### config.mk
export PLATFORM = sky130hd
export DESIGN_NAME = wb_i2c_cmd_sequencer
export DESIGN_NICKNAME = d
export VERILOG_FILES = /design/src/rtl/wb_i2c_cmd_sequencer.sv
export SDC_FILE = /design/constraint.sdc
export NUM_CORES = 1
export LEC_CHECK = 0
export ABC_AREA = 1
export CAP_MARGIN = 25
export CORE_ASPECT_RATIO = 0.9
export CORE_MARGIN = 2
export CORE_UTILIZATION = 45
export CTS_CLUSTER_SIZE = 8
export DETAILED_ROUTE_END_ITERATION = 6
export PLACE_DENSITY = 0.72
export SETUP_SLACK_MARGIN = 0.15
export SYNTH_ARGS = -nofsm -noshare
export SYNTH_HDL_FRONTEND = slang
export SYNTH_SLANG_ARGS = --single-unit
### constraint.sdc
create_clock -name clk_i -period 2.6 [get_ports clk_i]
set_input_delay 0.52 -clock clk_i [delete_from_list [all_inputs] [get_ports clk_i]]
set_output_delay 0.52 -clock clk_i [all_outputs]
set_load 0.02 [all_outputs]
### src/rtl/wb_i2c_cmd_sequencer.sv
// Wishbone master that replays queued I2CMB operations (enable, bus select, start,
// stop, byte write/read) and returns one status/data response per command.
module wb_i2c_cmd_sequencer #(
  parameter int unsigned ADDR_WIDTH     = 2,
  parameter int unsigned DATA_WIDTH     = 8,
  parameter int unsigned CMD_DEPTH      = 4,
  parameter int unsigned RSP_DEPTH      = 4,
  parameter int unsigned TIMEOUT_CYCLES = 4096
) (
  input  logic                  clk_i,
  input  logic                  rst_n_i,
  input  logic                  cmd_valid_i,
  output logic                  cmd_ready_o,
  input  logic [2:0]            cmd_op_i,
  input  logic [DATA_WIDTH-1:0] cmd_data_i,
  output logic                  rsp_valid_o,
  input  logic                  rsp_ready_i,
  output logic [2:0]            rsp_op_o,
  output logic [DATA_WIDTH-1:0] rsp_data_o,
  output logic [3:0]            rsp_status_o,
  output logic                  busy_o,
  output logic                  wb_cyc_o,
  output logic                  wb_stb_o,
  output logic                  wb_we_o,
  output logic [ADDR_WIDTH-1:0] wb_adr_o,
  output logic [DATA_WIDTH-1:0] wb_dat_o,
  input  logic [DATA_WIDTH-1:0] wb_dat_i,
  input  logic                  wb_ack_i,
  input  logic                  irq_i
);

  localparam int unsigned OP_W   = 3;
  localparam int unsigned ST_W   = 4;
  localparam int unsigned CMD_W  = OP_W + DATA_WIDTH;
  localparam int unsigned RSP_W  = OP_W + DATA_WIDTH + ST_W;
  localparam int unsigned CPTR_W = $clog2(CMD_DEPTH);
  localparam int unsigned CCNT_W = CPTR_W + 1;
  localparam int unsigned RPTR_W = $clog2(RSP_DEPTH);
  localparam int unsigned RCNT_W = RPTR_W + 1;
  localparam int unsigned TMO_W  = 16;

  localparam logic             TMO_EN   = (TIMEOUT_CYCLES != 0);
  localparam logic [TMO_W-1:0] TMO_LAST = TMO_W'((TIMEOUT_CYCLES == 0) ? 0 : TIMEOUT_CYCLES - 1);

  localparam logic [OP_W-1:0] OP_ENABLE    = 3'd0;
  localparam logic [OP_W-1:0] OP_DISABLE   = 3'd1;
  localparam logic [OP_W-1:0] OP_SET_BUS   = 3'd2;
  localparam logic [OP_W-1:0] OP_START     = 3'd3;
  localparam logic [OP_W-1:0] OP_STOP      = 3'd4;
  localparam logic [OP_W-1:0] OP_WRITE     = 3'd5;
  localparam logic [OP_W-1:0] OP_READ_ACK  = 3'd6;
  localparam logic [OP_W-1:0] OP_READ_NACK = 3'd7;

  localparam logic [ADDR_WIDTH-1:0] ADR_CSR  = ADDR_WIDTH'(0);
  localparam logic [ADDR_WIDTH-1:0] ADR_DPR  = ADDR_WIDTH'(1);
  localparam logic [ADDR_WIDTH-1:0] ADR_CMDR = ADDR_WIDTH'(2);

  typedef enum logic [3:0] {
    S_IDLE, S_FETCH, S_WR_CSR, S_WR_DPR, S_WR_CMDR,
    S_WAIT_IRQ, S_RD_CMDR, S_RD_DPR, S_PUSH
  } state_e;

  state_e state_q, state_d;

  logic [OP_W-1:0]       op_q, op_d;
  logic [DATA_WIDTH-1:0] data_q, data_d;
  logic [DATA_WIDTH-1:0] rsp_data_q, rsp_data_d;
  logic [ST_W-1:0]       status_q, status_d;
  logic [TMO_W-1:0]      tmo_cnt_q, tmo_cnt_d;

  logic                  wb_cyc_q, wb_cyc_d;
  logic                  wb_we_q, wb_we_d;
  logic [ADDR_WIDTH-1:0] wb_adr_q, wb_adr_d;
  logic [DATA_WIDTH-1:0] wb_dat_q, wb_dat_d;

  logic                  xfer_req, xfer_we, xfer_done;
  logic [ADDR_WIDTH-1:0] xfer_adr;
  logic [DATA_WIDTH-1:0] xfer_dat;

  logic busy_q, busy_d;

  // Command FIFO
  logic [CMD_W-1:0]  cmd_mem_q [CMD_DEPTH];
  logic [CPTR_W-1:0] cmd_wr_q, cmd_wr_d, cmd_rd_q, cmd_rd_d;
  logic [CCNT_W-1:0] cmd_cnt_q, cmd_cnt_d;
  logic              cmd_ready_q, cmd_ready_d;
  logic              cmd_push, cmd_pop;
  logic [CMD_W-1:0]  cmd_head;

  // Response FIFO (first-word-fall-through, head word held in a register)
  logic [RSP_W-1:0]  rsp_mem_q [RSP_DEPTH];
  logic [RPTR_W-1:0] rsp_wr_q, rsp_wr_d, rsp_rd_q, rsp_rd_d;
  logic [RCNT_W-1:0] rsp_cnt_q, rsp_cnt_d;
  logic              rsp_valid_q, rsp_valid_d;
  logic [RSP_W-1:0]  rsp_head_q, rsp_head_d;
  logic              rsp_push, rsp_pop, rsp_full;
  logic [RSP_W-1:0]  rsp_word;

  assign cmd_push = cmd_valid_i && cmd_ready_q;
  assign cmd_head = cmd_mem_q[cmd_rd_q];
  assign rsp_pop  = rsp_valid_q && rsp_ready_i;
  assign rsp_full = (rsp_cnt_q == RCNT_W'(RSP_DEPTH));
  assign rsp_word = {op_q, rsp_data_q, status_q};

  always_comb begin
    cmd_wr_d    = cmd_wr_q + CPTR_W'(cmd_push);
    cmd_rd_d    = cmd_rd_q + CPTR_W'(cmd_pop);
    cmd_cnt_d   = cmd_cnt_q + CCNT_W'(cmd_push) - CCNT_W'(cmd_pop);
    cmd_ready_d = (cmd_cnt_d != CCNT_W'(CMD_DEPTH));
  end

  always_comb begin
    rsp_wr_d    = rsp_wr_q + RPTR_W'(rsp_push);
    rsp_rd_d    = rsp_rd_q + RPTR_W'(rsp_pop);
    rsp_cnt_d   = rsp_cnt_q + RCNT_W'(rsp_push) - RCNT_W'(rsp_pop);
    rsp_valid_d = (rsp_cnt_d != '0);
    // The only entry is the one being written this cycle, so it is not in memory yet.
    if (rsp_cnt_d == '0) begin
      rsp_head_d = '0;
    end else if (rsp_push && (rsp_cnt_d == RCNT_W'(1))) begin
      rsp_head_d = rsp_word;
    end else begin
      rsp_head_d = rsp_mem_q[rsp_rd_d];
    end
  end

  always_ff @(posedge clk_i) begin
    if (cmd_push) cmd_mem_q[cmd_wr_q] <= {cmd_op_i, cmd_data_i};
    if (rsp_push) rsp_mem_q[rsp_wr_q] <= rsp_word;
  end

  // Register and data of the Wishbone access belonging to the current state
  always_comb begin
    xfer_req = 1'b1;
    xfer_we  = 1'b1;
    xfer_adr = ADR_CMDR;
    xfer_dat = '0;
    case (state_q)
      S_WR_CSR: begin
        xfer_adr = ADR_CSR;
        xfer_dat = (op_q == OP_ENABLE) ? DATA_WIDTH'(8'hC0) : '0;
      end
      S_WR_DPR: begin
        xfer_adr = ADR_DPR;
        xfer_dat = data_q;
      end
      S_WR_CMDR: begin
        case (op_q)
          OP_SET_BUS:   xfer_dat = DATA_WIDTH'(8'h06);
          OP_START:     xfer_dat = DATA_WIDTH'(8'h04);
          OP_STOP:      xfer_dat = DATA_WIDTH'(8'h05);
          OP_WRITE:     xfer_dat = DATA_WIDTH'(8'h01);
          OP_READ_ACK:  xfer_dat = DATA_WIDTH'(8'h02);
          OP_READ_NACK: xfer_dat = DATA_WIDTH'(8'h03);
          default:      xfer_dat = '0;
        endcase
      end
      S_RD_CMDR: xfer_we = 1'b0;
      S_RD_DPR: begin
        xfer_we  = 1'b0;
        xfer_adr = ADR_DPR;
      end
      default: xfer_req = 1'b0;
    endcase
  end

  always_comb begin
    state_d    = state_q;
    op_d       = op_q;
    data_d     = data_q;
    rsp_data_d = rsp_data_q;
    status_d   = status_q;
    tmo_cnt_d  = tmo_cnt_q;
    wb_cyc_d   = wb_cyc_q;
    wb_we_d    = wb_we_q;
    wb_adr_d   = wb_adr_q;
    wb_dat_d   = wb_dat_q;
    xfer_done  = 1'b0;
    cmd_pop    = 1'b0;
    rsp_push   = 1'b0;

    // A new access only starts from an idle bus, which leaves one idle cycle between accesses.
    if (xfer_req) begin
      if (!wb_cyc_q) begin
        wb_cyc_d = 1'b1;
        wb_we_d  = xfer_we;
        wb_adr_d = xfer_adr;
        wb_dat_d = xfer_dat;
      end else if (wb_ack_i) begin
        wb_cyc_d  = 1'b0;
        wb_we_d   = 1'b0;
        wb_adr_d  = '0;
        wb_dat_d  = '0;
        xfer_done = 1'b1;
      end
    end

    case (state_q)
      S_IDLE: if (cmd_cnt_q != '0) state_d = S_FETCH;
      S_FETCH: begin
        cmd_pop    = 1'b1;
        op_d       = cmd_head[CMD_W-1 -: OP_W];
        data_d     = cmd_head[DATA_WIDTH-1:0];
        status_d   = '0;
        rsp_data_d = '0;
        case (cmd_head[CMD_W-1 -: OP_W])
          OP_ENABLE, OP_DISABLE: state_d = S_WR_CSR;
          OP_SET_BUS, OP_WRITE:  state_d = S_WR_DPR;
          default:               state_d = S_WR_CMDR;
        endcase
      end
      S_WR_CSR: if (xfer_done) state_d = S_PUSH;
      S_WR_DPR: if (xfer_done) state_d = S_WR_CMDR;
      S_WR_CMDR: begin
        if (xfer_done) begin
          state_d   = S_WAIT_IRQ;
          tmo_cnt_d = '0;
        end
      end
      S_WAIT_IRQ: begin
        if (irq_i) begin
          state_d = S_RD_CMDR;
        end else if (TMO_EN && (tmo_cnt_q == TMO_LAST)) begin
          state_d    = S_PUSH;
          status_d   = 4'b1000;
          rsp_data_d = '0;
        end else begin
          tmo_cnt_d = tmo_cnt_q + TMO_W'(1);
        end
      end
      S_RD_CMDR: begin
        if (xfer_done) begin
          status_d = {1'b0, wb_dat_i[4], wb_dat_i[5], wb_dat_i[6]};
          if (((op_q == OP_READ_ACK) || (op_q == OP_READ_NACK)) && (wb_dat_i[6:4] == 3'b000)) begin
            state_d = S_RD_DPR;
          end else begin
            state_d = S_PUSH;
          end
        end
      end
      S_RD_DPR: begin
        if (xfer_done) begin
          rsp_data_d = wb_dat_i;
          state_d    = S_PUSH;
        end
      end
      S_PUSH: begin
        if (!rsp_full) begin
          rsp_push = 1'b1;
          state_d  = S_IDLE;
        end
      end
      default: state_d = S_IDLE;
    endcase

    busy_d = (state_d != S_IDLE) || (cmd_cnt_d != '0);
  end

  always_ff @(posedge clk_i or negedge rst_n_i) begin
    if (!rst_n_i) begin
      state_q     <= S_IDLE;
      op_q        <= '0;
      data_q      <= '0;
      rsp_data_q  <= '0;
      status_q    <= '0;
      tmo_cnt_q   <= '0;
      wb_cyc_q    <= 1'b0;
      wb_we_q     <= 1'b0;
      wb_adr_q    <= '0;
      wb_dat_q    <= '0;
      busy_q      <= 1'b0;
      cmd_wr_q    <= '0;
      cmd_rd_q    <= '0;
      cmd_cnt_q   <= '0;
      cmd_ready_q <= 1'b0;
      rsp_wr_q    <= '0;
      rsp_rd_q    <= '0;
      rsp_cnt_q   <= '0;
      rsp_valid_q <= 1'b0;
      rsp_head_q  <= '0;
    end else begin
      state_q     <= state_d;
      op_q        <= op_d;
      data_q      <= data_d;
      rsp_data_q  <= rsp_data_d;
      status_q    <= status_d;
      tmo_cnt_q   <= tmo_cnt_d;
      wb_cyc_q    <= wb_cyc_d;
      wb_we_q     <= wb_we_d;
      wb_adr_q    <= wb_adr_d;
      wb_dat_q    <= wb_dat_d;
      busy_q      <= busy_d;
      cmd_wr_q    <= cmd_wr_d;
      cmd_rd_q    <= cmd_rd_d;
      cmd_cnt_q   <= cmd_cnt_d;
      cmd_ready_q <= cmd_ready_d;
      rsp_wr_q    <= rsp_wr_d;
      rsp_rd_q    <= rsp_rd_d;
      rsp_cnt_q   <= rsp_cnt_d;
      rsp_valid_q <= rsp_valid_d;
      rsp_head_q  <= rsp_head_d;
    end
  end

  assign cmd_ready_o  = cmd_ready_q;
  assign rsp_valid_o  = rsp_valid_q;
  assign rsp_op_o     = rsp_head_q[RSP_W-1 -: OP_W];
  assign rsp_data_o   = rsp_head_q[ST_W +: DATA_WIDTH];
  assign rsp_status_o = rsp_head_q[ST_W-1:0];
  assign busy_o       = busy_q;
  assign wb_cyc_o     = wb_cyc_q;
  assign wb_stb_o     = wb_cyc_q;
  assign wb_we_o      = wb_we_q;
  assign wb_adr_o     = wb_adr_q;
  assign wb_dat_o     = wb_dat_q;

endmodule

Yosys cells after proc, flatten, opt, wreduce, memory -nomap -nowiden
Memories as Yosys holds them, arrays and structs flattened.
Index checks and enable logic that the tools add are counted.
Word-level totals
  register bits after elaboration: 87
  bits in writable memories: 104
  input bits: 25
  output and inout bits: 31
  memories kept: 2
Cells by class
  add/subtract/negate cells: 9
  eq/ne operators: 28
  multiplexer cells: 49
  reduce and logical (&&, ||, !) cells: 28
Memories
  rsp_mem_q: depth 4, width 15, read ports 1, clocked after memory_dff 0, wr ports 1, line 91  | logic [RSP_W-1:0] rsp_mem_q [RSP_DEPTH];
  cmd_mem_q: depth 4, width 11, read ports 1, clocked after memory_dff 0, wr ports 1, line 83  | logic [CMD_W-1:0] cmd_mem_q [CMD_DEPTH];
Operator list (number)
  $mux W16: 3
  $mux W4: 12
  $mux W8: 6
  $pmux W8 S3: 2
  $pmux W16 S2: 1
  $pmux W4 S8: 1
  $mux W15: 2
  $eq A3 B3 Y1 const B: 6
  $pmux W3 S6: 1
  $add A16 B1 Y16 const B: 1
  $eq A16 B12 Y1 const B: 1
  $eq A4 B3 Y1 const B: 4
  $mux W1: 16
  $reduce_bool A3 Y1: 5
  $ne A2 B2 Y1 const B: 7
  $logic_not A3 Y1: 4
  $pmux W4 S3: 1
  $reduce_and A4 Y1: 3
  $reduce_or A2 Y1: 5
  $eq A3 B2 Y1 const B: 3
  $add A2 B1 Y2: 4
  $eq A4 B2 Y1 const B: 2
  $add A3 B1 Y3: 2
  $eq A3 B1 Y1 const B: 2
  other kinds (14): 20

Depth between registers and ports, before layout
  depth in word-level cells: 9
  depth in mapped cells: 16

Least setup slack after synthesis
Ideal clock, no wire load.
  path kind: register to register
  start: register state_q[3]
  end: register busy_q (netlist: busy_o)
  arrival: 2.694 ns
  required time: 2.481 ns
  setup slack: -0.212 ns
  cell stages (with the launch flop): 17
  cells stage by stage: dfrtp_1 > nor2_1 > nand3_1 > inv_1 > buf_2 > buf_2 > ha_1 > inv_1 > ha_1 > inv_1 > fa_1 > xnor2_1 > xnor2_1 > nor2_1 > nand4_1 > nor2_1 > nand2_1
Between the ends
  elaborated cells on any way between the ends: 27
RTL lines
  start: declaration: line 63  | state_e state_q, state_d;
  start signal: assignment: line 282  | state_q <= state_d;
  $eq A4 B1 Y1: line 198  | case (state_q)
  $mux W1: line 198
  $sub A3 B1 Y3: line 108  | cmd_cnt_d = cmd_cnt_q + CCNT_W'(cmd_push) - CCNT_W'(cmd_pop);
  net cmd_cnt_d[2]: line 85  | logic [CCNT_W-1:0] cmd_cnt_q, cmd_cnt_d;
  $reduce_bool A3 Y1: line 256  | busy_d = (state_d != S_IDLE) || (cmd_cnt_d != '0);
  $logic_or A1 B1 Y1: line 256
  net busy_d: line 80  | logic busy_q, busy_d;
  end signal: assignment: line 292  | busy_q <= busy_d;
  end: declaration: line 80
The timed path passes the listed nets, and every way through them passes these cells.
A chain may end at the register's enable or synchronous reset.

Worst setup path after layout
  start: register state_q[1]
  end: register rsp_head_q[7]
Between the ends
  cells in the longest elaborated chain, start to end: 8
  elaborated cells on any way between the ends: 9
Ends and longest elaborated chain
  $eq A4 B4 Y1 *: line 198
  $mux W1 *: line 198
  $add A3 B1 Y3 *: line 115  | rsp_cnt_d = rsp_cnt_q + RCNT_W'(rsp_push) - RCNT_W'(rsp_pop);
  $sub A3 B1 Y3 *: line 115
  net rsp_cnt_d[2]: line 93  | logic [RCNT_W-1:0] rsp_cnt_q, rsp_cnt_d;
  $eq A3 B1 Y1: line 120  | end else if (rsp_push && (rsp_cnt_d == RCNT_W'(1))) begin
  $logic_and A1 B1 Y1: line 120
  $mux W15: line 120
  $mux W15 *: line 118  | if (rsp_cnt_d == '0) begin
  net rsp_head_d[7]: line 95  | logic [RSP_W-1:0] rsp_head_q, rsp_head_d;
  end signal: assignment: line 301  | rsp_head_q <= rsp_head_d;
  end: declaration: line 95
Mark *: on every way through the listed nets, which the timed path passes. The rest lies on a longest branch.

==> results summary <==
The top achievable clock speed came out at 383 MHz. In this run the remaining antenna-violating nets after routing total 0. Synthesis inferred 191 register bits.

The warning count from the yosys run came out at 0. The via count of the first global-routing pass is 5468. The die outline area came out at 0.0193 mm2. The post-synthesis area per instance came out at 11.0 um2. The tool flagged a number of max-cap violations equal to 0.

The compound-gate portion of the synthesized area came to 0.0933. After clock tree synthesis, the clock-pin slew on the worst setup and hold paths is 0.07 ns. The first-pass detailed-route iteration total is 4. The total chip power came out at 11.9 mW.

The flow ran to the end, but the final reports show violations. The tightest slew margin relative to the limit is 0.565. The share of total power dissipated in combinational logic is 0.416. The antenna cell count is 0. The total grt overflow is 0.

The placer congestion estimate is 0.898. In the final timing run, aggregate negative setup slack is -0.0180 ns. The final count of negative-setup-slack endpoints came out at 4.

The combined area of all synthesized cells came out at 0.00821 mm2. The initial core utilization came out at 0.463. The site row count is 46. Traced cell by cell, the critical path runs through nor2_4, nand4_1, ha_1, inv_1, ha_2, fa_2, xor2_2, nor2_4, nand3_4, buf_6, o21ai_1, nor2_1.

The worst setup path is launched from a flop. The most critical setup path has its startpoint at state_q[1]. The post-synthesis cell type with the largest combined area is sky130_fd_sc_hd__edfxtp_1. The HPWL after detailed placement came out at 11700 um.

The shortest clock period the worst path allows after layout came out at 2.61 ns. The width of the chip came out at 146 um. In this run the critical register-to-register path is launched from state_q[1].

The number of vias after detailed routing is 5577. The sequential cells in the finished layout cover a total of 0.00530 mm2. Across all setup checks in the final design, the least slack found is -0.0111 ns. The number of distinct library cells after synthesis is 44. The number of top-level pins is 56. In this run, the number of DRC markers left after iteration 0 of detailed routing was 299.

In this run the standard cell core region covers 0.0177 mm2. The level count of the clock H-tree is 4. The reg2reg setup slack came out at -0.01 ns. After synthesis, the largest family of logic cells by area is simple AND/OR/NAND/NOR gates. The data arrival time of the worst path is 2.94 ns. The clock tree buffer depth came out at 2. The library cell used as clock root buffer is sky130_fd_sc_hd__clkbuf_16.

The internal power summed over all cells is 7.26 mW. In the final layout, the share of cells above drive strength 1 is 0.170. TritonCTS built the clock tree. The global routing usage summed across all routing layers is 0.182. The power per standard cell area is 1190 mW/mm2. The number of fillers in the final layout came out at 1528.

The delay contributed by the slowest stage of the critical path is 0.41 ns. In this design, the critical path's most frequently occurring cell is sky130_fd_sc_hd__nor2_4. The wire length of the first global-routing pass came out at 27900 um. The number of clock sinks is 191. With fillers left out, the area of the finished cells amounts to 0.00996 mm2. After detailed routing, the total wire length is 16900 um.

Of the total synthesized cell area, the portion taken by XOR and XNOR cells is 0.0171. The share of the yosys chip area belonging to registers is 0.646. Of the post-synthesis cell area, the dominant cell type holds 0.381. The count of input and output buffers came out at 55. The number of nets in the layout came out at 871. The number of antenna violations at the first check in global routing came to 0.

The area fraction in and, or, nand and nor cells after synthesis came out at 0.164. Counting cells, the worst reg-to-reg path comes to 12. The number of design rule violations left after detail routing came out at 0.

The switching fraction of total power came out at 0.388. The portion of netlist area occupied by mux cells came out at 0.0183. The final count of pins violating max slew came out at 0. The maximum clock skew at final layout is 0.0100 ns. The number of buffers inserted by hold repair at cts is 0.

In the layout the commonest cells are 108 x sky130_fd_sc_hd__nand2_1, 104 x sky130_fd_sc_hd__edfxtp_1, 87 x sky130_fd_sc_hd__nor2_1. In the routed layout, each cell is associated on average with a via count of 5.13. The checks that failed: setup timing. Once placement finished, the instance area stood at 0.00925 mm2.

The utilization of the core after routing is 0.562. The multi-input combinational cells in the finished layout cover a total of 0.00268 mm2. The fraction of power consumed by sequential logic is 0.378. The maximum number of pins on one net before global-route repair is 49. The static leakage is 4.08 nW. The actual slew at the worst max-slew pin came out at 0.652 ns.

Measured along the y axis, the die boundary spans 132 um. Leaving out fill and tap cells, the most frequent cell in the layout is sky130_fd_sc_hd__nand2_1. The relative area change from synthesis to final layout came out at 21.4%. The endpoint identified for the worst register-to-register timing path is rsp_head_q[7].

The number of nets in the synthesized netlist came out at 779. The worst setup path is captured at a flop. The switching power summed over all nets came out at 4.61 mW. The number of instances in the synthesized netlist is 743. The slowest stage of the critical path is the sky130_fd_sc_hd__dfrtp_1 cell. The path class of the tightest hold or removal check is input port to async pin. The relative contribution of the clock network to total power came out at 0.206. The worst IR drop on VDD came out at 0.669 mV. The total count of hold-check failures in the final report is 0. The top fanout value on the critical path is 8.

The worst path required time is 2.93 ns. Setup repair after global routing could not meet its margin everywhere. The wire length per cell after detailed routing is 15.5 um. The area share of fa/ha/maj cells after synthesis is 0.0186. By area the synthesized netlist is led by sky130_fd_sc_hd__edfxtp_1 38%, sky130_fd_sc_hd__dfrtp_1 27%, sky130_fd_sc_hd__o21ai_0 5.1%. The clock insertion delay at the later pin of the skew report came out at 0.43 ns. By startpoint and endpoint, the worst setup path is classified as flop to flop. Buffers inserted during clock tree synthesis total 17. The final clock period utilization by the worst path came out at 1.00.
## synthesized netlist by cell type, drive strengths merged
master / n
buf: 12
dfrtp: 87
edfxtp: 104
xor2: 12
clkinv: 1
fa: 2
clkbuf: 12
xnor2: 4
nand4: 9
o41ai: 1
nor3: 18
o31ai: 8
nor2: 95
a32oi: 2
o22ai: 3
nor3b: 1
nand2: 117
o21ai: 89
nand3b: 1
ha: 9
a21oi: 8
o21bai: 1
nor4: 1
inv: 58
nand3: 37
a31oi: 5
or2: 16
mux2i: 15
o211ai: 15
## power groups by stage
| stage | Sequential [mW] | Clock, mW | Combinational [mW] |
|---|---|---|---|
| after floorplan | 4.64 | 0 | 2.85 |
| after global placement | 4.51 | 0 | 4.54 |
| after global routing | 4.57 | 2.61 | 5.49 |
| after CTS | 4.47 | 2.49 | 4.76 |
| after detailed placement | 4.53 | 0 | 4.65 |
| final | 4.49 | 2.45 | 4.94 |
## cell type report
cell class,count,area share
Clock buffer,18,0.0431
Clock inverter,14,0.0131
Inverter,59,0.0230
Multi-Input combinational cell,469,0.269
Sequential cell,191,0.532
Tap cell,240,0.0302
Timing Repair Buffer,97,0.0894
## worst max-delay path by stage
stage / end / slack (ns) / depth (start not counted)
CTS: rsp_head_q[11] / 0.01 / 12
floorplan: rsp_head_q[10] / -0.005 / 13
finish: rsp_head_q[7] / -0.01 / 12
detailed placement: rsp_head_q[11] / -0.34 / 13
global route: rsp_head_q[8] / -0.13 / 12
global placement: rsp_head_q[11] / -0.27 / 13
## kinds of logic (layout without fill, tap and decap cells)
| group | count (synthesis) | after routing |
|---|---|---|
| AOI/OAI and AO/OA | 132 | 132 |
| xor gates and xnor gates | 16 | 16 |
| muxes | 15 | 15 |
| adders and majority gates | 11 | 11 |
| and+or+nand+nor | 295 | 295 |
| DFF | 191 | 191 |
| buffers and inverters | 83 | 188 |
## routing by layer
layer	global-route usage	vias up	routed length, um
li1	-	2748	-
met1	0.248	2715	7810
met2	0.297	93	8310
met3	0.0343	21	534
met4	0.0609	0	268
met5	0	-	0
## worst max-delay path, delay by kind of cell, from the launching register on
kind	cells	cell delay [ns]
compound gates	1	0.13
xor+xnor	1	0.21
fa+ha+maj	3	0.86
buf+inv	2	0.21
flops	1	0.41
simple gates	5	0.70
## registers in the layout, summed over array words and instances, names as in the netlist
signal,count
busy_o,1
wb_we_o,1
rsp_wr_q,2
cmd_wr_q,2
rsp_data_q,8
rsp_mem_q,60
wb_dat_o,8
cmd_cnt_q,3
cmd_mem_q,44
op_q,3
rsp_rd_q,2
cmd_rd_q,2
wb_cyc_o,1
data_q,8
tmo_cnt_q,16
rsp_head_q,15
wb_adr_o,2
status_q,4
state_q,4
rsp_valid_o,1
cmd_ready_o,1
rsp_cnt_q,3
## what timing repair did
item | CTS | global route
gates resized for setup | 9 | 18
setup endpoints to repair | 17 | 17
pin swaps | 8 | 10
buffers inserted | 3 | 3
## per-stage QoR
| step | hold WS, ns | worst slack (ns) | std cells |
|---|---|---|---|
| 6_report | 0.112 | -0.0111 | 1088 |
| 5_1_grt | 0.152 | -0.131 | 1088 |
| 4_1_cts | 0.129 | 0.0143 | 1085 |
| 3_5_place_dp | 0.472 | -0.342 | 1050 |
| 3_3_place_gp | 0.470 | -0.269 | 1050 |
| 2_1_floorplan | 0.224 | -0.00538 | 743 |
Power figures use the tool's default switching activity.
